$ cat src/rtl/loader_sdram_sink.sv
// Loader write sink: accepts byte writes from the image loader, packs even/odd
// byte pairs into 16-bit SDRAM writes with byte enables, and acks each byte once.
module loader_sdram_sink #(
  parameter int          ADR_W  = 19,
  parameter int          RAM_AW = 24,
  parameter int unsigned BASE   = 0,
  parameter int unsigned LIMIT  = 2**19
) (
  input  logic              clk21m,
  input  logic              rstn,
  input  logic              LOADER_OE,
  input  logic              LOADER_WR,
  input  logic [ADR_W-1:0]  LOADER_ADR,
  input  logic [7:0]        LOADER_WDAT,
  output logic              LOADER_ACK,
  output logic              ram_req,
  input  logic              ram_ack,
  output logic [RAM_AW-1:0] ram_adr,
  output logic [15:0]       ram_wdat,
  output logic [1:0]        ram_be,
  output logic              busy,
  output logic [7:0]        drop_cnt
);

  // Handshake: LOADER_WR is a level that may trail LOADER_ACK, so a byte is taken
  // only after WR has been seen low (armed). ram_req is a level held with stable
  // adr/wdat/be until a ram_ack pulse; ram_ack is ignored while ram_req is low.
  typedef enum logic [1:0] {S_IDLE, S_FLUSH, S_PROC, S_WRITE} state_t;

  state_t             state_q, state_d;
  state_t             ret_q, ret_d;
  logic               armed_q, armed_d;
  logic               pend_v_q, pend_v_d;
  logic [ADR_W-2:0]   pend_adr_q, pend_adr_d;
  logic [7:0]         pend_dat_q, pend_dat_d;
  logic [ADR_W-1:0]   cap_adr_q, cap_adr_d;
  logic [7:0]         cap_dat_q, cap_dat_d;
  logic               ack_q, ack_d;
  logic               req_q, req_d;
  logic [RAM_AW-1:0]  adr_q, adr_d;
  logic [15:0]        wdat_q, wdat_d;
  logic [1:0]         be_q, be_d;
  logic [7:0]         drop_q, drop_d;

  logic accept;
  logic in_range;
  logic ram_done;
  logic pend_match;

  function automatic logic [RAM_AW-1:0] word_addr(input logic [ADR_W-2:0] w);
    return RAM_AW'(BASE) + RAM_AW'(w);
  endfunction

  assign accept     = LOADER_WR && armed_q && LOADER_OE && (state_q == S_IDLE);
  assign in_range   = 32'(LOADER_ADR) < LIMIT;
  assign ram_done   = ram_ack && req_q;
  assign pend_match = pend_v_q && (pend_adr_q == cap_adr_q[ADR_W-1:1]);

  always_comb begin
    state_d    = state_q;
    ret_d      = ret_q;
    armed_d    = armed_q;
    pend_v_d   = pend_v_q;
    pend_adr_d = pend_adr_q;
    pend_dat_d = pend_dat_q;
    cap_adr_d  = cap_adr_q;
    cap_dat_d  = cap_dat_q;
    ack_d      = 1'b0;
    req_d      = req_q;
    adr_d      = adr_q;
    wdat_d     = wdat_q;
    be_d       = be_q;
    drop_d     = drop_q;

    if (!LOADER_WR) armed_d = 1'b1;

    case (state_q)
      S_IDLE: begin
        if (accept) begin
          armed_d   = 1'b0;
          cap_adr_d = LOADER_ADR;
          cap_dat_d = LOADER_WDAT;
          if (!in_range) begin
            // Out-of-window byte: ack it so the loader keeps going, keep any pending byte.
            ack_d = 1'b1;
            if (drop_q != 8'hFF) drop_d = drop_q + 8'd1;
          end else if (pend_v_q &&
                       (!LOADER_ADR[0] || (LOADER_ADR[ADR_W-1:1] != pend_adr_q))) begin
            state_d = S_FLUSH;
            ret_d   = S_PROC;
            req_d   = 1'b1;
            adr_d   = word_addr(pend_adr_q);
            wdat_d  = {8'h00, pend_dat_q};
            be_d    = 2'b01;
          end else begin
            state_d = S_PROC;
          end
        end else if (!LOADER_OE && pend_v_q) begin
          state_d = S_FLUSH;
          ret_d   = S_IDLE;
          req_d   = 1'b1;
          adr_d   = word_addr(pend_adr_q);
          wdat_d  = {8'h00, pend_dat_q};
          be_d    = 2'b01;
        end
      end
      S_FLUSH: begin
        if (ram_done) begin
          req_d    = 1'b0;
          pend_v_d = 1'b0;
          state_d  = ret_q;
        end
      end
      S_PROC: begin
        if (!cap_adr_q[0]) begin
          pend_adr_d = cap_adr_q[ADR_W-1:1];
          pend_dat_d = cap_dat_q;
          pend_v_d   = 1'b1;
          ack_d      = 1'b1;
          state_d    = S_IDLE;
        end else begin
          state_d = S_WRITE;
          req_d   = 1'b1;
          adr_d   = word_addr(cap_adr_q[ADR_W-1:1]);
          if (pend_match) begin
            wdat_d   = {cap_dat_q, pend_dat_q};
            be_d     = 2'b11;
            pend_v_d = 1'b0;
          end else begin
            wdat_d = {cap_dat_q, 8'h00};
            be_d   = 2'b10;
          end
        end
      end
      S_WRITE: begin
        if (ram_done) begin
          req_d   = 1'b0;
          ack_d   = 1'b1;
          state_d = S_IDLE;
        end
      end
      default: state_d = S_IDLE;
    endcase
  end

  always_ff @(posedge clk21m or negedge rstn) begin
    if (!rstn) begin
      state_q    <= S_IDLE;
      ret_q      <= S_IDLE;
      armed_q    <= 1'b1;
      pend_v_q   <= 1'b0;
      pend_adr_q <= '0;
      pend_dat_q <= '0;
      cap_adr_q  <= '0;
      cap_dat_q  <= '0;
      ack_q      <= 1'b0;
      req_q      <= 1'b0;
      adr_q      <= '0;
      wdat_q     <= '0;
      be_q       <= '0;
      drop_q     <= '0;
    end else begin
      state_q    <= state_d;
      ret_q      <= ret_d;
      armed_q    <= armed_d;
      pend_v_q   <= pend_v_d;
      pend_adr_q <= pend_adr_d;
      pend_dat_q <= pend_dat_d;
      cap_adr_q  <= cap_adr_d;
      cap_dat_q  <= cap_dat_d;
      ack_q      <= ack_d;
      req_q      <= req_d;
      adr_q      <= adr_d;
      wdat_q     <= wdat_d;
      be_q       <= be_d;
      drop_q     <= drop_d;
    end
  end

  assign LOADER_ACK = ack_q;
  assign ram_req    = req_q;
  assign ram_adr    = adr_q;
  assign ram_wdat   = wdat_q;
  assign ram_be     = be_q;
  assign drop_cnt   = drop_q;
  assign busy       = (state_q != S_IDLE) || pend_v_q;

endmodule

$ cat config.mk
export PLATFORM = sky130hd
export DESIGN_NAME = loader_sdram_sink
export DESIGN_NICKNAME = d
export VERILOG_FILES = /design/src/rtl/loader_sdram_sink.sv
export SDC_FILE = /design/constraint.sdc
export NUM_CORES = 1
export LEC_CHECK = 0
export ABC_AREA = 0
export CAP_MARGIN = 20
export CORE_MARGIN = 5
export CORE_UTILIZATION = 35
export DETAILED_ROUTE_END_ITERATION = 7
export PLACE_DENSITY = 0.63
export SKIP_LAST_GASP = 1
export SYNTH_ARGS = -nofsm -noshare
export SYNTH_HDL_FRONTEND = slang
export SYNTH_SLANG_ARGS = --single-unit
$ cat constraint.sdc
create_clock -name clk21m -period 2.4 [get_ports clk21m]
set_input_delay 0.36 -clock clk21m [delete_from_list [all_inputs] [get_ports clk21m]]
set_output_delay 0.36 -clock clk21m [all_outputs]
set_load 0.01 [all_outputs]
# ---- Word level (Yosys, flattened, before mapping)
# Cells that the tools add are included.
dict set report totals {
  regBits 103
  input_bits 32
  output_inout_bits 53
}
dict set report op_classes {
  eq_ne 13
  mux 41
  bitwise 1
  n_reduce_logical 24
}
# cell n
set ops {}
lappend ops {{24-bit two-way mux} 4}
lappend ops {{16-bit two-way mux} 4}
lappend ops {{24-bit case mux with 2 select lines} 1}
lappend ops {{16-bit case mux with 2 select lines} 1}
lappend ops {{2-bit two-way mux} 12}
lappend ops {{18-bit == test} 1}
lappend ops {{18-bit inequality test} 1}
lappend ops {{1-bit two-way mux} 13}
lappend ops {{3-bit AND reduction} 3}
lappend ops {{8-bit two-way mux} 1}
lappend ops {{2-bit case mux with 4 select lines} 1}
lappend ops {{4-bit AND reduction} 2}
lappend ops {{2-bit nonzero test} 4}
lappend ops {{1-bit logical AND} 7}
lappend ops {{2-bit inequality test, second input constant} 3}
lappend ops {{3-bit by 2-bit inequality test with 1-bit output, second input constant} 2}
lappend ops {{2-bit == test, second input constant} 2}
lappend ops {{2-bit by 1-bit inequality test with 1-bit output, second input constant} 2}
lappend ops {{1-bit case mux with 2 select lines} 2}
lappend ops {{2-bit case mux with 2 select lines} 1}
lappend ops {{2-bit AND reduction} 2}
lappend ops {{3-bit inequality test, second input constant} 1}
lappend ops {{1-bit case mux with 3 select lines} 1}
lappend ops {{2-bit by 1-bit == test with 1-bit output, second input constant} 1}
lappend ops {{other kinds (5)} 7}

# ---- Depth between registers and ports, before layout
# Gate-level depths: netlist of the first run.
dict set report depth {
  word_depth 6
  mapped_depth 9
  mapped_depth_nobuf 5
}

# ---- Least setup slack after synthesis of the first run
# No wires, ideal clock.
dict set report synth_timing {
  kind {reg2reg}
  from {reg state_q[0]}
  to {reg adr_q[16], in the netlist ram_adr[16]}
  setup_time_ns 0.125
  arrival_ns 2.212
  required_ns 2.275
  setup_slack_ns 0.063
  path_stages_with_launch 10
  path_buffers 4
  period_less_slack_ns 2.337
  cell_sequence {dfrtp_1 -> buf_6 -> or2_4 -> or2_1 -> buf_6 -> or3_4 -> o21a_1 -> buf_6 -> buf_6 -> mux2_4}
}
dict set report synth_between {
  elab_chain_len 4
  word_cells_on_any_way 10
  classes_between {4 x eq/ne; 2 x mux; 4 x reduce/logical}
}
# item line_no
set synth_lines {}
lappend synth_lines {{start: declaration} 30} ;# state_t state_q, state_d;
lappend synth_lines {{start signal: assignment} 163} ;# state_q <= state_d;
lappend synth_lines {{2-bit logical NOT} {54, 77}}
lappend synth_lines {{1-bit logical AND} 54} ;# assign accept = LOADER_WR && armed_q && LOADER_OE && (state_q == S_IDLE);
lappend synth_lines {{3-bit by 2-bit inequality test with 1-bit output (no source line) or 24-bit two-way mux (tied branches)} n/a}
lappend synth_lines {{4-bit AND reduction (no source line) or 24-bit case mux with 2 select lines (tied branches)} n/a}
lappend synth_lines {{end signal: assignment} 173} ;# adr_q <= adr_d;
lappend synth_lines {{end: declaration} 40} ;# logic [RAM_AW-1:0] adr_q, adr_d;
# Several ways; a longest one is shown, not always the timed one.
# A chain may end at the register's enable or synchronous reset.

# ---- Final worst setup path of the first run
dict set report layout_timing {
  from {reg armed_q}
  to {reg wdat_q[3], in the netlist ram_wdat[3]}
}
dict set report layout_between {
  elab_chain_len 5
  word_cells_on_any_way 8
  classes_between {2 x eq/ne; 2 x mux; 4 x reduce/logical}
}
# item line_no
set layout_lines {}
lappend layout_lines {{start: declaration} 32} ;# logic armed_q, armed_d;
lappend layout_lines {{start signal: assignment} 165} ;# armed_q <= armed_d;
lappend layout_lines {{1-bit logical AND (*) (3 in series)} 54}
lappend layout_lines {{3-bit by 2-bit inequality test with 1-bit output (no source line) or 16-bit two-way mux (tied branches)} n/a}
lappend layout_lines {{4-bit AND reduction (no source line) or 16-bit case mux with 2 select lines (tied branches)} n/a}
lappend layout_lines {{end signal: assignment} 174} ;# wdat_q <= wdat_d;
lappend layout_lines {{end: declaration} 41} ;# logic [15:0] wdat_q, wdat_d;
# Every way passes the cells marked *; elsewhere a longest branch is shown, timed or not.

==> results.py, run 1 <==
metrics = {
    "run_status": {
        "status": "finished, violations left",
        "violations": "negative hold slack",
    },
    "placement": {
        "io_buffer_count": 70,
        "routabilityCongestion": 0.7944,
        "dp_cells": 657,
        "hpwlAfterDp_um": 7767,
    },
    "synth": {
        "ys.warnings.count": 0,
        "synth.yosys.seq_area_share_pct": 52.34,
        "synth_area_leaders": "dfrtp_1 (52%), mux2_2 (15%), nand2_1 (7.4%), xnor2_1 (4.2%), xor2_1 (2.7%)",
        "synth_cell_types": 41,
        "avgSynthCellArea_um2": 11.09,
        "syn_area_mm2": 0.004592,
        "syn_inst": 414,
        "synth_top_area_share_pct": 51.77,
        "ys_ff_latch": 96,
        "yosysTopAreaCell": "dfrtp_1",
    },
    "routing": {
        "num_vias": 3169,
        "via_per_inst": 4.709,
        "routedWlPerCell_um": 16.28,
        "finalWirelength_um": 10960,
        "drc": 0,
        "drtIter0Drc": 159,
        "drt-pass1-iter-count": 4,
        "ant_nets": 0,
    },
    "sta": {
        "worstMarginPinSlew_ns": 0.5998,
        "finalCriticalPeriod_ns": 2.147,
        "clock_skew_ns": 0.008502,
        "hold_ws_ns": -0.003358,
        "slew_violations": 0,
        "setup_viol": 0,
        "fin_crit_sh_pct": 89.46,
        "rsz0062_at_grt": "false",
        "hold_viol": 3,
        "fmax_mhz": 465.8,
        "relSlewSlack_pct": 59.74,
    },
    "power": {
        "powerDensity_mw_per_mm2": 1272,
        "total_power_w": 0.007418,
        "peakVddDrop_mv": 0.6777,
        "leakagePower_nw": 2.621,
    },
    "clock_network": {
        "root_buffer": "clkbuf_16",
        "cts-resized-gates": 0,
        "insertion_delay_ns": 0.35,
        "cts_setup_buffers": 0,
        "cts_buffer_depth": 2,
        "path_clk_slew_ns": 0.07,
        "cts_hold_buf": 0,
        "clock_sinks": 96,
        "numCtsBuffers": 9,
        "htreeDepth": 3,
        "cts_tree": "done",
    },
    "critical_path": {
        "cp.arrival_ns": 2.39,
        "critPathMaxFanout": 10,
        "endpoint_kind": "flop",
        "rrSetupSlack_ns": 0.25,
        "crit_required_ns": 2.64,
        "crit_type": "reg2reg",
        "start_kind": "flop",
    },
    "floorplan": {
        "floorplan.die_area_mm2": 0.01551,
        "coreArea_mm2": 0.01272,
        "initial_core_util_pct": 36.09,
        "die_x_um": 124.5,
        "die_h_um": 124.5,
        "rows": 41,
        "ios": 85,
    },
    "min_path": {
        "hp-class": "in2async",
    },
    "cells_and_area": {
        "final_nets": 528,
        "num_antenna_cells": 0,
        "final_common_cell": "dfrtp_1",
        "final_cells": 673,
        "layout_common_cells": "dfrtp_1 (95), nand2_1 (91), clkdlybuf4s50_1 (69)",
        "area_growth_pct": 26.95,
        "drive_above_1_share_pct": 22.55,
    },
    "global_route": {
        "grt_start_max_net_pins": 57,
        "grt_pass1_wl_um": 17990,
        "grt_pass1_vias": 3461,
        "gr-total-overflow": 0,
        "grt_util_all_layers_pct": 14.40,
        "antenna_found_initial": 0,
    },
    "flow_run": {
        "maxCapViolations": 0,
    },
}
per-layer routing:
metal	global-route usage, %	part of all wire [%]
met3	4.160	5.0
met2	23.63	49
met1	18.60	45
met5	0	0
met4	3.933	1.1
where the power goes:
group	switching, W	internal [W]
registers	0.000577	0.00230
clock network	0.000644	0.000820
logic	0.00135	0.00172
worst max-delay path, cell delays in order, from the launching register on:
cell	delay, ns
dfstp_2	0.53
nand3_1	0.11
buf_4	0.17
and3b_1	0.17
buf_4	0.16
or4b_2	0.64
o32ai_1	0.26
stage by stage:
step / util, % / setup TNS, ns / instance area (µm²) / setup slack [ns]
floorplan: - / 0 / 4641 / 0.06272
global placement: 43.43 / -1.382 / 5525 / -0.07208
detailed placement: 43.47 / -1.971 / 5530 / -0.09853
CTS: 45.82 / 0 / 5829 / 0.2326
global route: 45.82 / 0 / 5829 / 0.1101
finish: 45.82 / 0 / 5829 / 0.2530
kinds of logic after synthesis:
logic type                synth area share (%)
other                                  0.08167
AOI/OAI and AO/OA                        3.515
DFF                                      52.34
buffers and inverters                    6.185
xor gates and xnor gates                 6.866
muxes                                    17.49
and+or+nand+nor                          13.52
Yosys cell counts (all sizes together):
cell type	number
inv	20
nor2	10
dfstp	1
nand2	91
a21oi	4
a31oi	1
buf	22
conb	1
and3b	1
o32ai	8
xor2	14
a221o	1
clkbuf	11
and3	1
a311oi	1
nand3	3
or4b	8
mux2	63
nor3b	1
a21o	1
nor3	4
or3b	1
o22ai	1
dfrtp	95
o21a	1
nand4	6
or2	2
nor2b	1
nand2b	1
nor4	2
mux2i	9
o31ai	2
or3	2
xnor2	22
o21ai	2
final timing paths:
check,start,end,depth (start not counted)
min in group clk21m,armed_q,armed_q,2
max reg2reg,armed_q,ram_wdat[3],6
max,armed_q,ram_wdat[3],6
min reg2reg,armed_q,armed_q,2
max in group asynchronous,rstn,ram_req,2
min,rstn,ram_adr[3],1
sequential cells by signal, indices dropped and copies added, names as in the netlist:
name        count
ram_be          2
pend_dat_q      8
cap_adr_q      19
ram_req         1
state_q         2
LOADER_ACK      1
pend_adr_q     18
ram_wdat       16
pend_v_q        1
ret_q           1
ram_adr        18
armed_q         1
cap_dat_q       8
layout make-up:
cell class,instances,area (µm²)
fill,1238,6893
sequential,96,2404
multi-input combinational,278,1958
timing repair buffer,91,878.3
clock buffer,11,232.7
tap,172,215.2
inverter,20,75.07
clock inverter,5,66.31
Power figures use the tool's default switching activity.
==> inputs of run 2 (changes only) <==
--- a/config.mk
+++ b/config.mk
@@ -9,6 +9,9 @@
 export CAP_MARGIN = 20
 export CORE_MARGIN = 5
 export CORE_UTILIZATION = 35
+export CTS_BUF_LIST = sky130_fd_sc_hd__clkbuf_16
+export CTS_CLUSTER_DIAMETER = 120
+export CTS_CLUSTER_SIZE = 40
 export DETAILED_ROUTE_END_ITERATION = 7
 export PLACE_DENSITY = 0.63
 export SKIP_LAST_GASP = 1
==> results.py, run 2 (same netlist as run 1, synthesis figures left out) <==
metrics = {
    "run_status": {
        "status": "finished, violations left",
        "violations": "negative hold slack",
    },
    "sta": {
        "tns_ns": 0,
        "setup_viol": 0,
        "setup_ws_ns": 0.2480,
        "hold_ws_ns": -0.0006333,
        "slew_violations": 0,
        "hold_viol": 1,
        "fin_crit_sh_pct": 89.67,
        "fmax_mhz": 464.7,
        "clock_skew_ns": 0.008705,
        "relSlewSlack_pct": 59.86,
        "finalCriticalPeriod_ns": 2.152,
        "rsz0062_at_grt": "false",
        "worstMarginPinSlew_ns": 0.5981,
    },
    "clock_network": {
        "insertion_delay_ns": 0.35,
        "cts_tree": "done",
        "clock_sinks": 96,
        "cts_hold_buf": 0,
        "cts_setup_buffers": 0,
        "path_clk_slew_ns": 0.07,
        "cts-resized-gates": 0,
        "cts_buffer_depth": 2,
        "htreeDepth": 3,
        "root_buffer": "clkbuf_16",
        "numCtsBuffers": 9,
    },
    "power": {
        "powerDensity_mw_per_mm2": 1272,
        "leakagePower_nw": 2.629,
        "peakVddDrop_mv": 0.6779,
    },
    "critical_path": {
        "cpPeakStageDelay_ns": 0.64,
        "crit_type": "reg2reg",
        "setup.worst_path.start": "armed_q",
        "cp.arrival_ns": 2.39,
        "critPathMaxFanout": 10,
        "worst-path-buf-inv": 2,
        "reg2reg_to": "ram_wdat[1]",
        "rr_worst_depth": 6,
        "crit_required_ns": 2.64,
        "cp_cell_sequence": "nand3_1, buf_4, and3b_1, buf_4, or4b_2, o32ai_1",
        "cp_slowest_cell": "or4b_2",
        "rrSetupSlack_ns": 0.25,
        "r2r_start": "armed_q",
        "crit_family": "simple AND/OR/NAND/NOR gates",
        "start_kind": "flop",
        "crit_top_cell": "buf_4",
        "endpoint_kind": "flop",
    },
    "floorplan": {
        "die_x_um": 124.5,
        "coreArea_mm2": 0.01272,
        "ios": 85,
        "rows": 41,
        "die_h_um": 124.5,
        "initial_core_util_pct": 36.09,
        "floorplan.die_area_mm2": 0.01551,
    },
    "placement": {
        "pre_cts_slack_ns": -0.09853,
        "hpwlAfterDp_um": 7767,
        "routabilityCongestion": 0.7944,
        "io_buffer_count": 70,
    },
    "cells_and_area": {
        "num_antenna_cells": 0,
        "area_growth_pct": 26.95,
        "final_nets": 528,
        "largest_register_ffs": 19,
        "multi_input_area_mm2": 0.001958,
        "max_flop_register": "cap_adr_q",
        "seq_area_mm2": 0.002404,
        "final_common_cell": "dfrtp_1",
        "fill_cells": 1238,
        "layout_common_cells": "dfrtp_1 (95), nand2_1 (91), clkdlybuf4s50_1 (69)",
        "drive_above_1_share_pct": 22.55,
    },
    "global_route": {
        "grt_util_all_layers_pct": 14.40,
        "grt_pass1_vias": 3461,
        "grt_start_max_net_pins": 57,
        "gr-total-overflow": 0,
        "antenna_found_initial": 0,
        "grt_pass1_wl_um": 17990,
    },
    "routing": {
        "num_vias": 3165,
        "via_per_inst": 4.703,
        "finalWirelength_um": 10980,
        "drtIter0Drc": 162,
        "ant_nets": 0,
        "routedWlPerCell_um": 16.32,
        "drt-pass1-iter-count": 4,
        "drc": 0,
    },
    "min_path": {
        "hp-class": "in2async",
    },
    "flow_run": {
        "maxCapViolations": 0,
    },
}
==> run 2: area by class of cell <==
| type | count | area share [%] |
|---|---|---|
| Sequential cell | 96 | 41.23 |
| Inverter | 20 | 1.288 |
| Timing Repair Buffer | 91 | 15.07 |
| Multi-Input combinational cell | 278 | 33.59 |
| Clock buffer | 9 | 3.863 |
| Tap cell | 172 | 3.692 |
| Clock inverter | 7 | 1.266 |
==> run 2: worst register-to-register path: cells and delay by family, from the launching register on <==
family                 cells  cell delay [ns]
AND/OR/NAND/NOR            3             0.93
flip-flops                 1             0.53
buffers and inverters      2             0.34
AO/OA/AOI/OAI              1             0.26
==> run 2: metrics by stage <==
stage                     utilization [%]  instances  power [W]  hold slack (ns)  cell area (µm²)
after floorplan                         -        427   0.004802          0.06441             4641
after global placement              43.43        656   0.005922           0.3745             5525
after detailed placement            43.47        657   0.006020           0.3883             5530
after CTS                           45.82        673   0.007514         0.005167             5829
after global routing                45.82        673   0.007902          0.03373             5829
final                               45.82        673   0.007412       -0.0006333             5829
==> run 2: worst max-delay path by stage <==
stage	cells after the start	to	slack, ns
detailed placement	7	ram_adr[13]	-0.1
floorplan	9	ram_adr[16]	0.06
finish	6	ram_wdat[1]	0.25
global placement	7	ram_adr[5]	-0.07
global route	6	ram_wdat[7]	0.11
CTS	3	busy	0.23
==> run 2: routing by layer <==
metal  vias to the layer above  share of wire [%]  GRT usage [%]
li1                       1528                  -              -
met1                      1548                 45          18.60
met2                        76                 48          23.63
met3                        13                5.1          4.160
met4                         0                1.1          3.933
met5                         -                  0              0
==> run 2: power by group <==
group	leakage, nW	total, W	internal [W]	switching [W]
clock	0.150	0.00146	0.000812	0.000645
combinational	1.26	0.00307	0.00172	0.00135
sequential	1.22	0.00288	0.00230	0.000577
total	2.63	0.00741	0.00484	0.00257
==> inputs of run 3 (changes only) <==
--- a/config.mk
+++ b/config.mk
@@ -13,7 +13,7 @@
 export CTS_CLUSTER_DIAMETER = 120
 export CTS_CLUSTER_SIZE = 40
 export DETAILED_ROUTE_END_ITERATION = 7
-export PLACE_DENSITY = 0.63
+export PLACE_DENSITY = 0.61
 export SKIP_LAST_GASP = 1
 export SYNTH_ARGS = -nofsm -noshare
 export SYNTH_HDL_FRONTEND = slang
==> constraint.sdc (replaced) <==
create_clock -name clk21m -period 2.2 [get_ports clk21m]
set_input_delay 0.22 -clock clk21m [delete_from_list [all_inputs] [get_ports clk21m]]
set_output_delay 0.22 -clock clk21m [all_outputs]
set_load 0.01 [all_outputs]
==> results.py, run 3 (same netlist as run 1, synthesis figures left out) <==
metrics = {
    "run_status": {
        "status": "finished, final reports clean",
    },
    "critical_path": {
        "reg2reg_to": "ram_wdat[0]",
        "crit_type": "reg2reg",
        "rrSetupSlack_ns": 0.04,
        "critPathMaxFanout": 10,
        "worst-path-buf-inv": 2,
        "r2r_start": "armed_q",
        "cp_slowest_cell": "or4b_2",
        "start_kind": "flop",
        "cp.arrival_ns": 2.40,
        "crit_required_ns": 2.45,
        "cp_cell_sequence": "nand3_1, buf_4, and3b_1, buf_4, or4b_2, o32ai_1",
        "cpPeakStageDelay_ns": 0.64,
        "rr_worst_depth": 6,
        "endpoint_kind": "flop",
        "crit_family": "simple AND/OR/NAND/NOR gates",
        "crit_cells": 6,
        "crit_top_cell": "buf_4",
    },
    "sta": {
        "finalCriticalPeriod_ns": 2.155,
        "hold_viol": 0,
        "slew_violations": 0,
        "clock_skew_ns": 0.01043,
        "tns_ns": 0,
        "fmax_mhz": 464.0,
        "rsz0062_at_grt": "true",
        "setup_viol": 0,
        "hold_ws_ns": 0.3264,
        "fin_crit_sh_pct": 97.96,
    },
    "global_route": {
        "grt_util_all_layers_pct": 14.75,
        "antenna_found_initial": 0,
        "grt_start_max_net_pins": 51,
        "gr-total-overflow": 0,
        "grt_pass1_vias": 3379,
        "grt_pass1_wl_um": 18110,
    },
    "floorplan": {
        "die_x_um": 124.5,
        "floorplan.die_area_mm2": 0.01551,
        "rows": 41,
        "ios": 85,
        "coreArea_mm2": 0.01272,
        "die_h_um": 124.5,
        "initial_core_util_pct": 36.09,
    },
    "power": {
        "switching_share_pct": 34.85,
        "power_frac_clock_pct": 19.5,
        "power_frac_comb_pct": 41.7,
        "powerDensity_mw_per_mm2": 1383,
        "p_seq_share_pct": 38.9,
        "internal_power_w": 0.005301,
        "leakagePower_nw": 2.648,
        "peakVddDrop_mv": 0.6087,
        "p_switching_w": 0.002836,
    },
    "routing": {
        "drt-pass1-iter-count": 4,
        "via_per_inst": 4.799,
        "drc": 0,
        "finalWirelength_um": 11150,
        "ant_nets": 0,
        "routedWlPerCell_um": 16.49,
        "num_vias": 3244,
        "drtIter0Drc": 156,
    },
    "clock_network": {
        "cts_setup_buffers": 0,
        "htreeDepth": 3,
        "cts_tree": "done",
        "root_buffer": "clkbuf_16",
        "cts_buffer_depth": 2,
        "path_clk_slew_ns": 0.07,
        "insertion_delay_ns": 0.36,
        "numCtsBuffers": 9,
        "clock_sinks": 96,
    },
    "cells_and_area": {
        "final_common_cell": "dfrtp_1",
        "drive_above_1_share_pct": 23.41,
        "fill_cells": 1237,
        "final_nets": 531,
        "area_growth_pct": 28.15,
        "layout_common_cells": "dfrtp_1 (95), nand2_1 (91), clkdlybuf4s50_1 (69)",
        "largest_register_ffs": 19,
        "num_antenna_cells": 0,
        "max_flop_register": "cap_adr_q",
    },
    "flow_run": {
        "maxCapViolations": 0,
    },
    "placement": {
        "routabilityCongestion": 0.7998,
        "hpwlAfterDp_um": 7873,
        "io_buffer_count": 70,
    },
    "min_path": {
        "hp-class": "in2async",
    },
}
## run 3: cell count changes in the layout (fill, tap and decap cells not counted), moves of 2 or more
cell / delta
inv_6: +2
clkinv_1: +2
o32ai_2: +2
inv_1: -2
o32ai_1: -2
buf_4: +2
## run 3: power groups by stage
stage	Combinational, W	Clock, W	Sequential, W
3_3_place_gp	0.00335	0	0.00316
6_report	0.00339	0.00158	0.00316
4_1_cts	0.00342	0.00162	0.00317
3_5_place_dp	0.00341	0	0.00320
2_1_floorplan	0.00211	0	0.00315
5_1_grt	0.00372	0.00170	0.00327
## run 3: area by class of cell
type	count	area (µm²)	share of cell area, %
sequential	96	2404	40.85
tap	172	215.2	3.657
clock inverter	7	68.82	1.169
multi-input combinational	278	1978	33.62
timing repair buffer	94	918.4	15.61
clock buffer	9	225.2	3.827
inverter	20	75.07	1.276
## run 3: how the worst max path moves through the flow
stage / startpoint / endpoint
final: armed_q / ram_wdat[0]
after global routing: armed_q / ram_wdat[3]
after CTS: armed_q / ram_wdat[0]
after detailed placement: LOADER_WR / ram_wdat[0]
after global placement: LOADER_WR / ram_adr[0]
after floorplan: state_q[0] / ram_adr[16]
## run 3: per-layer routing
metal  global-route usage [%]  vias to the layer above  wire [µm]
met3                    4.031                       13        526
li1                         -                     1532          -
met5                        0                        -          0
met4                    5.029                        0        174
met2                    23.95                       82       5392
met1                    19.01                     1617       5053
## run 3: worst reg2reg max path: cells and delay by family, from the launching register on
kind	cells	cell delay (ns)
compound gates	1	0.26
buf+inv	2	0.33
flops	1	0.53
simple gates	3	0.93
## run 3: per-stage QoR
step	instances	cell area [µm²]	total power (W)	setup slack [ns]	utilization (%)
finish	676	5884	0.008137	0.04495	46.25
floorplan	427	4644	0.005251	-0.07696	-
global placement	659	5560	0.006507	-0.1091	43.71
global route	676	5884	0.008686	-0.01634	46.25
detailed placement	659	5560	0.006605	-0.1093	43.71
CTS	676	5864	0.008219	0.09464	46.10
## run 3: repair_timing
| item | in CTS | in global routing |
|---|---|---|
| endpoints found under the setup margin | 0 | 3 |
| resized for setup | 0 | 3 |
| endpoints found under the hold margin | 26 | 0 |
| hold buffers | 1 | 0 |
